===== src/rtl/sample_pacer_pkg.sv =====
// Shared state encoding and elaboration-time helpers for the sample pacer.
package sample_pacer_pkg;

  localparam logic [0:0] ST_IDLE = 1'b0;
  localparam logic [0:0] ST_EMIT = 1'b1;

  typedef enum logic [0:0] {
    IDLE = ST_IDLE,
    EMIT = ST_EMIT
  } state_e;

  // Width of one packed frame; the top builds its frame_t from this.
  function automatic int frame_width(input int channels, input int data_width);
    return channels * data_width;
  endfunction

  // Rounded phase increment: sample_freq * 2^acc_width / clk_freq, in 64-bit arithmetic.
  function automatic longint unsigned calc_inc(input longint unsigned sample_freq,
                                               input longint unsigned clk_freq,
                                               input int              acc_width);
    return ((sample_freq << acc_width) + (clk_freq >> 1)) / clk_freq;
  endfunction

endpackage


===== src/rtl/sync_fifo.sv =====
// Single-clock FIFO with registered full/empty/level; DEPTH must be a power of two.
module sync_fifo #(
  parameter int WIDTH = 8,
  parameter int DEPTH = 4
) (
  input  logic                   clk,
  input  logic                   rst_n,
  input  logic                   push,
  input  logic [WIDTH-1:0]       push_data,
  input  logic                   pop,
  output logic [WIDTH-1:0]       pop_data,
  output logic                   full,
  output logic                   empty,
  output logic [$clog2(DEPTH):0] level
);

  localparam int AW = $clog2(DEPTH);
  localparam int LW = AW + 1;
  localparam logic [LW-1:0] LVL_FULL = LW'(DEPTH);

  logic [WIDTH-1:0] mem_r [DEPTH];
  logic [AW-1:0]    wr_ptr_r;
  logic [AW-1:0]    rd_ptr_r;
  logic [LW-1:0]    level_r;
  logic [LW-1:0]    level_s;
  logic             full_r;
  logic             empty_r;
  logic             push_ok_s;
  logic             pop_ok_s;

  assign push_ok_s = push & ~full_r;
  assign pop_ok_s  = pop & ~empty_r;

  // Occupancy after this cycle's accepted push and pop.
  always_comb begin
    level_s = level_r;
    case ({push_ok_s, pop_ok_s})
      2'b10:   level_s = level_r + LW'(1'b1);
      2'b01:   level_s = level_r - LW'(1'b1);
      default: level_s = level_r;
    endcase
  end

  // Pointers, occupancy and flags; flags come from the next level so they never lag.
  always_ff @(posedge clk or negedge rst_n) begin
    if (!rst_n) begin
      wr_ptr_r <= '0;
      rd_ptr_r <= '0;
      level_r  <= '0;
      full_r   <= 1'b0;
      empty_r  <= 1'b1;
    end else begin
      if (push_ok_s) wr_ptr_r <= wr_ptr_r + AW'(1'b1);
      if (pop_ok_s)  rd_ptr_r <= rd_ptr_r + AW'(1'b1);
      level_r <= level_s;
      full_r  <= (level_s == LVL_FULL);
      empty_r <= (level_s == '0);
    end
  end

  // Frame storage.
  always_ff @(posedge clk or negedge rst_n) begin
    if (!rst_n) begin
      for (int i = 0; i < DEPTH; i++) mem_r[i] <= '0;
    end else if (push_ok_s) begin
      mem_r[wr_ptr_r] <= push_data;
    end
  end

  assign pop_data = mem_r[rd_ptr_r];
  assign full     = full_r;
  assign empty    = empty_r;
  assign level    = level_r;

endmodule


===== src/rtl/sample_pacer.sv =====
// Buffers frames from the driver and releases them at SAMPLE_FREQ, derived from clk
// by a fractional phase accumulator; parallel or one-channel-per-cycle output.
module sample_pacer
  import sample_pacer_pkg::*;
#(
  parameter int CHANNELS     = 4,
  parameter int DATA_WIDTH   = 16,
  parameter int DEPTH        = 16,
  parameter int SAMPLE_FREQ  = 48000,
  parameter int DUT_CLK_FREQ = 100000000,
  parameter int ACC_WIDTH    = 32,
  parameter bit SERIAL       = 1'b0
) (
  input  logic                             clk,
  input  logic                             reset_n,
  input  logic                             enable,
  input  logic                             s_valid,
  output logic                             s_ready,
  input  logic [CHANNELS*DATA_WIDTH-1:0]   s_data,
  output logic                             m_valid,
  output logic [CHANNELS*DATA_WIDTH-1:0]   m_data,
  output logic [$clog2(CHANNELS):0]        m_channel,
  output logic                             m_last,
  output logic [$clog2(DEPTH):0]           level,
  output logic                             underrun,
  output logic                             overrun
);

  localparam int FW = frame_width(CHANNELS, DATA_WIDTH);
  localparam int CW = $clog2(CHANNELS) + 1;
  localparam longint unsigned INC_L = calc_inc(64'(SAMPLE_FREQ), 64'(DUT_CLK_FREQ), ACC_WIDTH);
  localparam logic [ACC_WIDTH-1:0] INC = INC_L[ACC_WIDTH-1:0];
  localparam logic [CW-1:0] LAST_IDX = CW'(CHANNELS - 1);

  typedef logic [FW-1:0] frame_t;

  if (INC_L == 64'd0 || (ACC_WIDTH < 64 && INC_L >= (64'd1 << ACC_WIDTH))) begin : g_bad_rate
    $error("sample_pacer: phase increment out of range");
  end
  if (DEPTH < 2 || (DEPTH & (DEPTH - 1)) != 0) begin : g_bad_depth
    $error("sample_pacer: DEPTH must be a power of two >= 2");
  end

  logic [ACC_WIDTH-1:0] acc_r;
  logic [ACC_WIDTH:0]   sum_s;
  logic                 tick_s;
  logic                 pop_s;
  logic                 fifo_full_s;
  logic                 fifo_empty_s;
  frame_t               head_s;
  frame_t               take_s;
  state_e               state_r, state_s;
  logic [CW-1:0]        idx_r, idx_s, idx_nx_s;
  frame_t               frame_r, frame_s;
  logic                 m_valid_r, m_valid_s;
  logic                 m_last_r, m_last_s;
  frame_t               m_data_r, m_data_s;
  logic [CW-1:0]        m_channel_r, m_channel_s;
  logic                 underrun_r, underrun_s;
  logic                 overrun_r, overrun_s;

  function automatic frame_t sample_of(input frame_t f, input logic [CW-1:0] i);
    frame_t s;
    s = '0;
    s[DATA_WIDTH-1:0] = f[int'(i)*DATA_WIDTH +: DATA_WIDTH];
    return s;
  endfunction

  sync_fifo #(
    .WIDTH (FW),
    .DEPTH (DEPTH)
  ) u_fifo (
    .clk       (clk),
    .rst_n     (reset_n),
    .push      (s_valid),
    .push_data (s_data),
    .pop       (pop_s),
    .pop_data  (head_s),
    .full      (fifo_full_s),
    .empty     (fifo_empty_s),
    .level     (level)
  );

  assign s_ready = ~fifo_full_s;

  // The carry out of the accumulator is the rate tick.
  assign sum_s  = {1'b0, acc_r} + {1'b0, INC};
  assign tick_s = enable & sum_s[ACC_WIDTH];

  // Phase accumulator; held at zero while pacing is disabled.
  always_ff @(posedge clk or negedge reset_n) begin
    if (!reset_n) begin
      acc_r <= '0;
    end else if (enable) begin
      acc_r <= sum_s[ACC_WIDTH-1:0];
    end else begin
      acc_r <= '0;
    end
  end

  // An empty FIFO at tick time repeats the previously emitted frame.
  assign take_s   = fifo_empty_s ? frame_r : head_s;
  assign pop_s    = tick_s & ~fifo_empty_s & (~SERIAL | (state_r == IDLE));
  assign idx_nx_s = idx_r + CW'(1'b1);

  // Next output beat and sequencing; outputs are computed one cycle ahead and registered.
  always_comb begin
    state_s     = state_r;
    idx_s       = idx_r;
    frame_s     = frame_r;
    m_valid_s   = 1'b0;
    m_last_s    = 1'b0;
    m_channel_s = '0;
    m_data_s    = m_data_r;
    underrun_s  = underrun_r;
    overrun_s   = overrun_r;
    if (!SERIAL) begin
      if (tick_s) begin
        frame_s    = take_s;
        m_data_s   = take_s;
        m_valid_s  = 1'b1;
        m_last_s   = 1'b1;
        underrun_s = underrun_r | fifo_empty_s;
      end else begin
        frame_s = frame_r;
      end
    end else begin
      case (state_r)
        IDLE: begin
          if (tick_s) begin
            frame_s     = take_s;
            state_s     = EMIT;
            idx_s       = '0;
            m_valid_s   = 1'b1;
            m_channel_s = '0;
            m_data_s    = sample_of(take_s, '0);
            m_last_s    = (LAST_IDX == '0);
            underrun_s  = underrun_r | fifo_empty_s;
          end else begin
            state_s = IDLE;
          end
        end
        EMIT: begin
          overrun_s = overrun_r | tick_s;
          if (idx_r == LAST_IDX) begin
            state_s = IDLE;
          end else begin
            idx_s       = idx_nx_s;
            m_valid_s   = 1'b1;
            m_channel_s = idx_nx_s;
            m_data_s    = sample_of(frame_r, idx_nx_s);
            m_last_s    = (idx_nx_s == LAST_IDX);
          end
        end
        default: begin
          state_s = IDLE;
          idx_s   = '0;
        end
      endcase
    end
  end

  // Sequencer state, last-frame register, output beat and sticky flags.
  always_ff @(posedge clk or negedge reset_n) begin
    if (!reset_n) begin
      state_r     <= IDLE;
      idx_r       <= '0;
      frame_r     <= '0;
      m_valid_r   <= 1'b0;
      m_last_r    <= 1'b0;
      m_channel_r <= '0;
      m_data_r    <= '0;
      underrun_r  <= 1'b0;
      overrun_r   <= 1'b0;
    end else begin
      state_r     <= state_s;
      idx_r       <= idx_s;
      frame_r     <= frame_s;
      m_valid_r   <= m_valid_s;
      m_last_r    <= m_last_s;
      m_channel_r <= m_channel_s;
      m_data_r    <= m_data_s;
      underrun_r  <= underrun_s;
      overrun_r   <= overrun_s;
    end
  end

  assign m_valid   = m_valid_r;
  assign m_last    = m_last_r;
  assign m_channel = m_channel_r;
  assign m_data    = m_data_r;
  assign underrun  = underrun_r;
  assign overrun   = overrun_r;

endmodule


===== config.mk =====
export PLATFORM = sky130hd
export DESIGN_NAME = sample_pacer
export DESIGN_NICKNAME = d
export VERILOG_FILES = /design/src/rtl/sample_pacer_pkg.sv /design/src/rtl/sync_fifo.sv /design/src/rtl/sample_pacer.sv
export SDC_FILE = /design/constraint.sdc
export NUM_CORES = 2
export LEC_CHECK = 0
export ABC_AREA = 0
export BUFFER_PORTS_ARGS = -buffer_cell sky130_fd_sc_hd__buf_2
export CORE_UTILIZATION = 43
export CTS_BUF_LIST = sky130_fd_sc_hd__clkbuf_4
export DETAILED_ROUTE_END_ITERATION = 6
export PLACE_DENSITY = 0.59
export SLEW_MARGIN = 20
export SYNTH_ARGS = -nofsm -noshare
export SYNTH_HDL_FRONTEND = slang
export SYNTH_SLANG_ARGS = --single-unit

===== constraint.sdc =====
create_clock -name clk -period 3.2 [get_ports clk]
set_clock_uncertainty 0.1 [all_clocks]
set_input_delay 0.48 -clock clk [delete_from_list [all_inputs] [get_ports clk]]
set_output_delay 0.48 -clock clk [all_outputs]
set_load 0.01 [all_outputs]

==> impl_results.md <==
* Status: complete, but fails checks
* Failing checks: setup timing
* Die W at 343.1 um
* Clock Latency Late Sink at 1160 ps
* Setup CP Type: primary input to flop
* Crit start category: primary input
* Netlist Area Pre-Place at 50020 um2
* Yosys warns at 0
* Area share of the largest cell type after synthesis at 56.63%
* Max-cap viol count at 0
* Number of global-route vias before repair at 33505
* RSZ-0062 raised after global routing: yes
* Starting density of the core at 43.57%
* Final HPWL DP at 74.61 mm
* Synth async-reset ratio at 100.0%
* Critical Path RT at 4180 ps
* Critical path peak fanout at 4
* # setup viols final at 1
* Core area at 114800 um2
* Pleak at 0.02556 uW
* Min Clock Period, post-route at 3224 ps
* Crit Reg-Reg Startpoint: acc_r[18]
* Number of antenna-violating nets in the routed design at 0
* CTS tree: yes
* Clock Sinks at 1133
* DR vias/cell at 5.608
* Total vias in the final route at 29576
* GRT overflow at 0
* Area grow syn2layout at 16.59%
* VDD IR max at 374.1 uV
* Buffer depth of the longest clock path at 4
* Synth cell types at 46
* Final worst slack at -23.50 ps
* Yosys top cell by area: dfrtp_1
* Hold Path Class: primary input to flop
* Htree depth at 5
* Full die area at 117700 um2
* Worst setup EP type: flop
* Worst R2R End: u_fifo.empty
* Initial antenna violation count at 7
* FF+latch count, synth at 1133
* WL final at 127.8 mm
* Number of cells on the worst hold path at 3
* Rel. slew slack at 47.78%
* Ys flop type: dfrtp_1
* Util after Layout at 50.80%
* Root buffer cell: clkbuf_4
* 1st-pass router iterations at 5
* Num CTS Buffers at 325
* GRT Util Overall at 22.37%
* Worst-path clk slew at 60 ps
* Hold Slack at 214.3 ps
* Hold Path Origin: s_data[62]
* Placer Congestion at 0.7735
* Wire length per cell at 24.22 um
* Power Total at 50330 uW
* Ports at 145
* Post-synthesis sequential area ratio at 56.68%
* Die H at 343.1 um
* Post-synth EDFFs at 0
* Port Buffer Count at 140
* Least-Margin Pin Slew at 779.9 ps
* Fin nets at 3614
* Reg2reg path depth at 12
* WP data arrival at 4200 ps
* Fraction of layout cells with a size suffix above 1 at 57.26%
* Main area contributors after synthesis: dfrtp_1 57%, mux2_2 24%, mux4_2 12%, a22oi_1 1.9%, clkbuf_1 1.6%
* Post-Syn Instances at 3127
* Drc violations at 0
* Power per Cell Area at 863.1 nW/um2
* First-pass GRT wire length at 201.3 mm
* Final Hold Viols at 0
* Worst Hold End: u_fifo.mem_r[510]
* Fmax at 310.2 MHz
* Largest net degree at the start of global routing at 92
* Initial DRC Count at 1626
* Fin crit share at 100.7%
* Syn Area/Cell at 16.00 um2
* R2R setup slack at 40 ps
* Rows at 124
* Max-slew violations at 0
[area by class of cell]
cell class	count	area, um2
clock buffer	479	3596
tap	1512	1892
inverter	8	30.03
timing repair buffer	342	3286
multi-input combinational	1725	20760
sequential	1133	28360
clock inverter	64	366.6
antenna	11	27.53
fill	9696	56490
[cell families (layout without fill, tap and decap cells)]
kind of cell,Yosys count,in the layout,synth area share (%)
buffers and inverters,272,893,2.219
AND/OR/NAND/NOR,170,170,1.536
multiplexers,1348,1348,36.40
XOR/XNOR,26,26,0.4552
other,1,15,0.007497
adder cells (fa/ha/maj),11,11,0.2902
flip-flops,1133,1133,56.68
AO/OA/AOI/OAI,166,166,2.406
[synth_stat cells (5+ instances only)]
cell type,instances
a21oi_1,12
a22oi_1,128
buf_1,9
buf_2,26
buf_4,5
buf_6,5
clkbuf_1,219
dfrtp_1,1132
ha_1,10
inv_1,8
mux2_2,1050
mux2_4,40
mux4_2,256
nand2_1,78
nand3_1,11
nor2_1,41
nor2b_1,6
nor3_1,5
o21ai_0,10
or3_1,8
xnor2_1,9
xor2_1,17
[cells in the final DEF, fill, tap and decap left out, types with 40 or more instances in the layout]
cell type	synthesis	routed
clkbuf_4	0	479
buf_12	0	69
buf_4	5	62
nand2_1	78	78
dlygate4sd3_1	0	70
dfrtp_1	1132	1130
a22oi_1	128	128
mux4_2	256	256
clkinv_1	0	45
buf_2	26	139
mux2_2	1050	1050
mux2_4	40	40
[repair_timing]
action                                 in CTS  in global routing
endpoints found under the hold margin    2192                  0
resized for setup                           4                  0
buffers inserted                            1                  0
setup endpoints to repair                   3                  3
pin swaps                                   3                  2
hold buffers                               71                  0
[critical path, stage by stage]
cell and delay [ps]:
dlygate4sd3_1 510, dlygate4sd3_1 540, buf_2 110, dlygate4sd3_1 530
nand2_1 60, or3_1 320, nor3_2 120, ha_2 240
ha_1 270, a21o_1 210, a21oi_2 150, mux2i_1 240
xor2_1 220, inv_1 80, nor2_1 110
[per-stage QoR]
step	setup WS [ps]	cell area, um2	setup TNS, ps	std cells
after floorplan	33.16	50040	0	3130
after global placement	-142.9	53580	-272.8	4648
after detailed placement	-99.75	53580	-176.1	4648
after CTS	1.119	58290	0	5263
after global routing	-106.3	58320	-185.3	5273
final	-23.50	58320	-23.50	5274
[registers in the layout, summed over array words and instances, names as in the netlist]
name,flops
u_fifo.empty,1
underrun,1
u_fifo.full,1
frame_r,64
m_valid,1
u_fifo.rd_ptr_r,4
u_fifo.mem_r,1024
u_fifo.wr_ptr_r,4
u_fifo.level,5
acc_r,28
[power breakdown]
group | leakage (uW) | switching, uW | internal, uW
clock network | 0.00238 | 5930 | 7110
logic | 0.00902 | 4810 | 8370
registers | 0.0142 | 3280 | 20800
[worst max path at each step]
stage / startpoint / to / slack [ps] / cells past startpoint
after global routing: acc_r[18] / u_fifo.empty / -110 / 12
final: enable / u_fifo.empty / -20 / 15
after CTS: acc_r[18] / u_fifo.empty / 1 / 12
after global placement: acc_r[18] / u_fifo.empty / -140 / 12
after detailed placement: acc_r[18] / u_fifo.empty / -100 / 12
after floorplan: acc_r[17] / u_fifo.empty / 30 / 12
[layer usage]
| layer | track usage, % | share of wire, % |
|---|---|---|
| met1 | 29.17 | 43 |
| met2 | 37.47 | 50 |
| met3 | 3.784 | 3.8 |
| met4 | 8.417 | 2.6 |
| met5 | 0 | 0.016 |
Power figures use the tool's default switching activity.
